`src/rtl/ad9516_spi_master_if.sv`:
```
// rtl/ad9516_spi_master_if.sv - command/response and SPI pin bundle for the AD9516 SPI engine
interface ad9516_spi_master_if;
  logic        cmd_valid;
  logic        cmd_ready;
  logic        cmd_rw;
  logic [12:0] cmd_addr;
  logic [7:0]  cmd_wdata;
  logic        rsp_done;
  logic [7:0]  rsp_rdata;
  logic        busy;
  logic        spi_sclk;
  logic        spi_cs_n;
  logic        spi_sdio;
  logic        spi_sdo;

  // Engine side.
  modport master (
    input  cmd_valid, cmd_rw, cmd_addr, cmd_wdata, spi_sdo,
    output cmd_ready, rsp_done, rsp_rdata, busy, spi_sclk, spi_cs_n, spi_sdio
  );

  // Sequencer / device side.
  modport slave (
    output cmd_valid, cmd_rw, cmd_addr, cmd_wdata, spi_sdo,
    input  cmd_ready, rsp_done, rsp_rdata, busy, spi_sclk, spi_cs_n, spi_sdio
  );
endinterface

```
`src/rtl/ad9516_spi_master.sv`:
```
// rtl/ad9516_spi_master.sv - AD9516 single-byte register read/write SPI engine
module ad9516_spi_master #(
  parameter int CLK_DIV  = 5,
  parameter int CS_SETUP = 2,
  parameter int CS_HOLD  = 2,
  parameter int CS_GAP   = 4
) (
  input  logic               sys_clk_i,
  input  logic               sys_rst_i,
  ad9516_spi_master_if.master bus
);

  typedef enum logic [2:0] {IDLE, SETUP, SHIFT, HOLD, GAP} state_t;

  state_t      state_q;
  logic [15:0] cnt_q;
  logic [4:0]  bit_q;
  logic [23:0] shift_q;
  logic        rw_q;
  logic [7:0]  rx_q;
  logic [7:0]  rsp_rdata_q;
  logic        rsp_done_q;
  logic        cmd_ready_q;
  logic        busy_q;
  logic        sclk_q;
  logic        cs_n_q;
  logic        sdio_q;
  logic        sdo_meta_q;
  logic        sdo_sync_q;
  logic [23:0] cmd_word_d;

  // Instruction R/W, W1W0=00 (one byte), 13-bit address, then the data byte.
  assign cmd_word_d = {bus.cmd_rw, 2'b00, bus.cmd_addr, bus.cmd_rw ? 8'h00 : bus.cmd_wdata};

  always_ff @(posedge sys_clk_i) begin
    if (sys_rst_i) begin
      sdo_meta_q <= 1'b0;
      sdo_sync_q <= 1'b0;
    end else begin
      sdo_meta_q <= bus.spi_sdo;
      sdo_sync_q <= sdo_meta_q;
    end
  end

  always_ff @(posedge sys_clk_i) begin
    if (sys_rst_i) begin
      state_q     <= IDLE;
      cnt_q       <= '0;
      bit_q       <= '0;
      shift_q     <= '0;
      rw_q        <= 1'b0;
      rx_q        <= '0;
      rsp_rdata_q <= '0;
      rsp_done_q  <= 1'b0;
      cmd_ready_q <= 1'b0;
      busy_q      <= 1'b0;
      sclk_q      <= 1'b0;
      cs_n_q      <= 1'b1;
      sdio_q      <= 1'b0;
    end else begin
      rsp_done_q <= 1'b0;
      case (state_q)
        IDLE: begin
          cmd_ready_q <= 1'b1;
          if (bus.cmd_valid && cmd_ready_q) begin
            state_q     <= SETUP;
            cmd_ready_q <= 1'b0;
            busy_q      <= 1'b1;
            cs_n_q      <= 1'b0;
            sdio_q      <= cmd_word_d[23];
            shift_q     <= cmd_word_d;
            rw_q        <= bus.cmd_rw;
            rx_q        <= '0;
            cnt_q       <= '0;
          end
        end
        SETUP: begin
          if (cnt_q == 16'(CS_SETUP - 1)) begin
            state_q <= SHIFT;
            cnt_q   <= '0;
            bit_q   <= '0;
          end else begin
            cnt_q <= cnt_q + 16'd1;
          end
        end
        SHIFT: begin
          if (cnt_q != 16'(CLK_DIV - 1)) begin
            cnt_q <= cnt_q + 16'd1;
          end else begin
            cnt_q <= '0;
            if (!sclk_q) begin
              sclk_q <= 1'b1;
            end else begin
              // Last cycle of the high phase: sample readback, then fall and present the next bit.
              sclk_q <= 1'b0;
              if (rw_q && bit_q >= 5'd16) begin
                rx_q <= {rx_q[6:0], sdo_sync_q};
              end
              if (bit_q == 5'd23) begin
                state_q <= HOLD;
              end else begin
                bit_q   <= bit_q + 5'd1;
                shift_q <= {shift_q[22:0], shift_q[23]};
                sdio_q  <= shift_q[22];
              end
            end
          end
        end
        HOLD: begin
          if (cnt_q == 16'(CS_HOLD - 1)) begin
            state_q     <= GAP;
            cnt_q       <= '0;
            cs_n_q      <= 1'b1;
            sdio_q      <= 1'b0;
            rsp_done_q  <= 1'b1;
            rsp_rdata_q <= rw_q ? rx_q : 8'h00;
          end else begin
            cnt_q <= cnt_q + 16'd1;
          end
        end
        GAP: begin
          if (cnt_q == 16'(CS_GAP - 1)) begin
            state_q     <= IDLE;
            cnt_q       <= '0;
            cmd_ready_q <= 1'b1;
            busy_q      <= 1'b0;
          end else begin
            cnt_q <= cnt_q + 16'd1;
          end
        end
        default: state_q <= IDLE;
      endcase
    end
  end

  assign bus.cmd_ready = cmd_ready_q;
  assign bus.busy      = busy_q;
  assign bus.rsp_done  = rsp_done_q;
  assign bus.rsp_rdata = rsp_rdata_q;
  assign bus.spi_sclk  = sclk_q;
  assign bus.spi_cs_n  = cs_n_q;
  assign bus.spi_sdio  = sdio_q;

endmodule

```
`src/flat_wrapper.sv`:
```
// flat-port wrapper written by rule: the top's interface ports become plain ports
module ad9516_spi_master_flat 
#(
  parameter int CLK_DIV  = 5,
  parameter int CS_SETUP = 2,
  parameter int CS_HOLD  = 2,
  parameter int CS_GAP   = 4
)
  (sys_clk_i, sys_rst_i, bus_cmd_valid, bus_cmd_rw, bus_cmd_addr, bus_cmd_wdata, bus_spi_sdo, bus_cmd_ready, bus_rsp_done, bus_rsp_rdata, bus_busy, bus_spi_sclk, bus_spi_cs_n, bus_spi_sdio);
  ad9516_spi_master_if bus_i ();
  input  logic sys_clk_i;
  input  logic sys_rst_i;
  input wire logic [$bits(bus_i.cmd_valid)-1:0] bus_cmd_valid;
  input wire logic [$bits(bus_i.cmd_rw)-1:0] bus_cmd_rw;
  input wire logic [$bits(bus_i.cmd_addr)-1:0] bus_cmd_addr;
  input wire logic [$bits(bus_i.cmd_wdata)-1:0] bus_cmd_wdata;
  input wire logic [$bits(bus_i.spi_sdo)-1:0] bus_spi_sdo;
  output wire logic [$bits(bus_i.cmd_ready)-1:0] bus_cmd_ready;
  output wire logic [$bits(bus_i.rsp_done)-1:0] bus_rsp_done;
  output wire logic [$bits(bus_i.rsp_rdata)-1:0] bus_rsp_rdata;
  output wire logic [$bits(bus_i.busy)-1:0] bus_busy;
  output wire logic [$bits(bus_i.spi_sclk)-1:0] bus_spi_sclk;
  output wire logic [$bits(bus_i.spi_cs_n)-1:0] bus_spi_cs_n;
  output wire logic [$bits(bus_i.spi_sdio)-1:0] bus_spi_sdio;
  assign bus_i.cmd_valid = bus_cmd_valid;
  assign bus_i.cmd_rw = bus_cmd_rw;
  assign bus_i.cmd_addr = bus_cmd_addr;
  assign bus_i.cmd_wdata = bus_cmd_wdata;
  assign bus_i.spi_sdo = bus_spi_sdo;
  assign bus_cmd_ready = bus_i.cmd_ready;
  assign bus_rsp_done = bus_i.rsp_done;
  assign bus_rsp_rdata = bus_i.rsp_rdata;
  assign bus_busy = bus_i.busy;
  assign bus_spi_sclk = bus_i.spi_sclk;
  assign bus_spi_cs_n = bus_i.spi_cs_n;
  assign bus_spi_sdio = bus_i.spi_sdio;
  ad9516_spi_master #(.CLK_DIV(CLK_DIV), .CS_SETUP(CS_SETUP), .CS_HOLD(CS_HOLD), .CS_GAP(CS_GAP)) u_core (.sys_clk_i(sys_clk_i), .sys_rst_i(sys_rst_i), .bus(bus_i));
endmodule
```
`config.mk`:
```
export PLATFORM = sky130hd
export DESIGN_NAME = ad9516_spi_master_flat
export DESIGN_NICKNAME = d
export VERILOG_FILES = /design/src/rtl/ad9516_spi_master_if.sv /design/src/rtl/ad9516_spi_master.sv /design/src/flat_wrapper.sv
export SDC_FILE = /design/constraint.sdc
export NUM_CORES = 1
export LEC_CHECK = 0
export ABC_CLOCK_PERIOD_IN_PS = 1900
export CORE_MARGIN = 1
export CORE_UTILIZATION = 51
export DETAILED_ROUTE_END_ITERATION = 16
export HOLD_SLACK_MARGIN = 0.02
export PLACE_DENSITY = 0.87
export REMOVE_ABC_BUFFERS = 1
export SKIP_CTS_REPAIR_TIMING = 1
export SLEW_MARGIN = 0
export SYNTH_ARGS = -nofsm -noshare
export SYNTH_HDL_FRONTEND = slang
export SYNTH_SLANG_ARGS = --single-unit
```
`constraint.sdc`:
```
create_clock -name sys_clk_i -period 1.9 [get_ports sys_clk_i]
set_input_delay 0.38 -clock sys_clk_i [delete_from_list [all_inputs] [get_ports sys_clk_i]]
set_output_delay 0.38 -clock sys_clk_i [all_outputs]
set_load 0.03 [all_outputs]
```
==> results.sh <==
export IMPL_num_vias=3685
export IMPL_cp_end_kind="flop"
export IMPL_antenna_cells=0
export IMPL_synthMuxAreaShare_pct=2.821
export IMPL_clkSinkCount=73
export IMPL_synth_compound_area_share_pct=23.16
export IMPL_synthXorXnorAreaFrac_pct=3.413
export IMPL_min_period_over_period_pct=112.6
export IMPL_wl_um=11420
export IMPL_dpl_hpwl_um=5920
export IMPL_path_clk_slew_ps=80
export IMPL_leakagePower_uw=0.001831
export IMPL_drt_pre_antenna_iters=5
export IMPL_yosys_area_share_adder_pct=1.393
export IMPL_grt_first_pass_wirelength_um=14090
export IMPL_wl_per_cell_um=19.25
export IMPL_arrival_ps=2400
export IMPL_dieArea_um2=7383
export IMPL_place_congestion=0.8519
export IMPL_yosys_warnings=0
export IMPL_area_growth_pct=41.48
export IMPL_nFillCells=408
export IMPL_die_w_um=85.93
export IMPL_crit_type="flop to flop"
export IMPL_io_buffers=39
export IMPL_rows=30
export IMPL_cts_max_path_buffers=2
export IMPL_numCtsBuffers=9
export IMPL_ys_seq_area_share_pct=40.68
export IMPL_postSynthAreaPerCell_um2=9.026
export IMPL_crit_path_start_kind="flop"
export IMPL_maxSlewHeadroom_pct=69.86
export IMPL_cp_max_fo=5
export IMPL_die_h_um=85.93
export IMPL_place_ws_ps=-312.8
export IMPL_setup_slack_ps=-238.9
export IMPL_ant_nets=0
export IMPL_drive_gt1_share_pct=33.00
export IMPL_synth_edf_count=0
export IMPL_synth_top_family_by_area="simple AND/OR/NAND/NOR gates"
export IMPL_ir_drop_mv=0.6587
export IMPL_antenna_found_initial=0
export IMPL_min_period_ps=2139
export IMPL_clk_latency_ps=370
export IMPL_syn_inst=398
export IMPL_ios=40
export IMPL_drv_cap=0
export IMPL_fmax_ghz=0.4675
export IMPL_grt_pass1_vias=3236
export IMPL_synth_main_ff_cell="dfxtp_1"
export IMPL_grt_max_degree=38
export IMPL_grt_overflow_total=0
export IMPL_coreArea_um2=6794
export IMPL_start_util_pct=52.87
export IMPL_synth_area_um2=3592
export IMPL_tightestPinTransition_ps=450.7
export IMPL_synth_seq_cells=73
export IMPL_vias_per_cell=6.214
export IMPL_drc=0
export IMPL_htree_levels=3
export IMPL_hold_viol=0
export IMPL_p_total_uw=6634
export IMPL_cts_root_buf="clkbuf_8"
export IMPL_yosys_area_share_simple_pct=24.21
export IMPL_cts_tree="built"
export IMPL_required_ps=2160
export IMPL_setup_viol=57
export IMPL_finalNetCount=522
export IMPL_power_density_nw_per_um2=1305
export IMPL_hp_class="input pin to flop"
export IMPL_async_reset_ff_share_pct=0
export IMPL_dr_first_iter_drc_count=348
export IMPL_slew_viol_final=0
export IMPL_worst_clock_skew_ps=15.58
export IMPL_rsz0062_at_grt="yes"
export IMPL_grt_use_total_pct=23.95
export IMPL_status="complete, but fails checks"
export IMPL_ys_types=56
export IMPL_violations="negative setup slack"
[flip-flops by register name (all words and copies together), names as in the netlist, 3 cells and up]
register	flops
u_core.bus.rsp_rdata	8
u_core.state_q	3
u_core.bit_q	5
u_core.cnt_q	16
u_core.rx_q	8
u_core.shift_q	24
[cells in the mapped netlist, types with 7 or more instances]
library cell	n	share of area, %
xnor2_1	9	2.2
clkbuf_1	15	1.6
o21ai_0	13	1.8
a21oi_1	39	5.4
a311oi_2	12	5.0
and2_1	9	1.6
nor3b_1	10	2.1
mux2i_1	9	2.5
dfxtp_1	73	41
buf_2	7	0.98
nor3_1	11	1.5
nand2_1	53	5.5
a22o_1	8	2.0
nor2_1	28	2.9
a211oi_1	8	1.7
nand3_1	14	2.0
[final timing paths]
path / slack [ps] / cells past startpoint / start / endpoint
max: -240 / 9 / u_core.cnt_q[1]$_SDFFE_PP0P_ / u_core.shift_q[5]$_SDFFE_PP0P_
min: 420 / 2 / sys_rst_i / u_core.bus.rsp_done$_SDFF_PP0_
max reg2reg: -240 / 9 / u_core.cnt_q[1]$_SDFFE_PP0P_ / u_core.shift_q[5]$_SDFFE_PP0P_
min reg2reg: 450 / 1 / u_core.sdo_meta_q$_SDFF_PP0_ / u_core.sdo_sync_q$_SDFF_PP0_
[placed cells by master (no fill, tap or decap), drive strengths merged, types with 13 or more instances in the layout]
master	n
nand2	53
clkdlybuf4s50	36
dfxtp	73
a21oi	41
o21ai	13
nand3	14
nor2	29
clkbuf	13
buf	68
a311oi	13
[final cells by class]
| cell class | count | area (µm²) | area share (%) |
|---|---|---|---|
| multi-input cells | 293 | 2220 | 43.67 |
| repair buffers | 109 | 1003 | 19.74 |
| inverters | 6 | 22.52 | 0.4431 |
| well taps | 96 | 120.1 | 2.363 |
| flip-flops and latches | 73 | 1474 | 29.00 |
| clock inverters | 6 | 115.1 | 2.265 |
| clock buffers | 10 | 127.6 | 2.511 |
[logic make-up after synthesis]
logic type	count (synthesis)
flops	73
compound gates	105
xor+xnor	14
simple gates	160
buf+inv	32
mux	10
fa+ha+maj	4
[worst max-delay path: stages (launching register included)]
cell       delay [ps]
dfxtp_2           340
inv_2              80
ha_4              120
and4bb_2          280
nand4_4           160
a2111oi_4         410
buf_4             200
buf_6             120
a21oi_1            80
a211oi_2          250
[per-layer routing]
metal / track usage, % / up-vias / wire length, µm
met3: 5.967 / 39 / 751
met1: 28.51 / 1802 / 4461
met2: 41.70 / 218 / 5798
met5: 0 / - / 0
li1: - / 1626 / -
met4: 8.636 / 0 / 405
[per-stage QoR]
stage	instance area [µm²]	setup TNS [ps]	hold WS [ps]	utilization (%)	instances
floorplan	3460	-35060	413.8	-	372
global placement	4409	-11140	418.8	64.90	562
detailed placement	4409	-14410	436.6	64.90	562
CTS	4652	-10640	388.6	68.47	578
global route	5082	-10160	418.7	74.81	593
finish	5082	-6547	420.7	74.81	593
[report_power, final]
group | leakage (µW) | internal (µW) | switching, µW
clock network | 0.000117 | 880 | 647
registers | 0.000598 | 1830 | 236
logic | 0.00112 | 1490 | 1550
No activity file was read; power rests on OpenSTA's default activity.
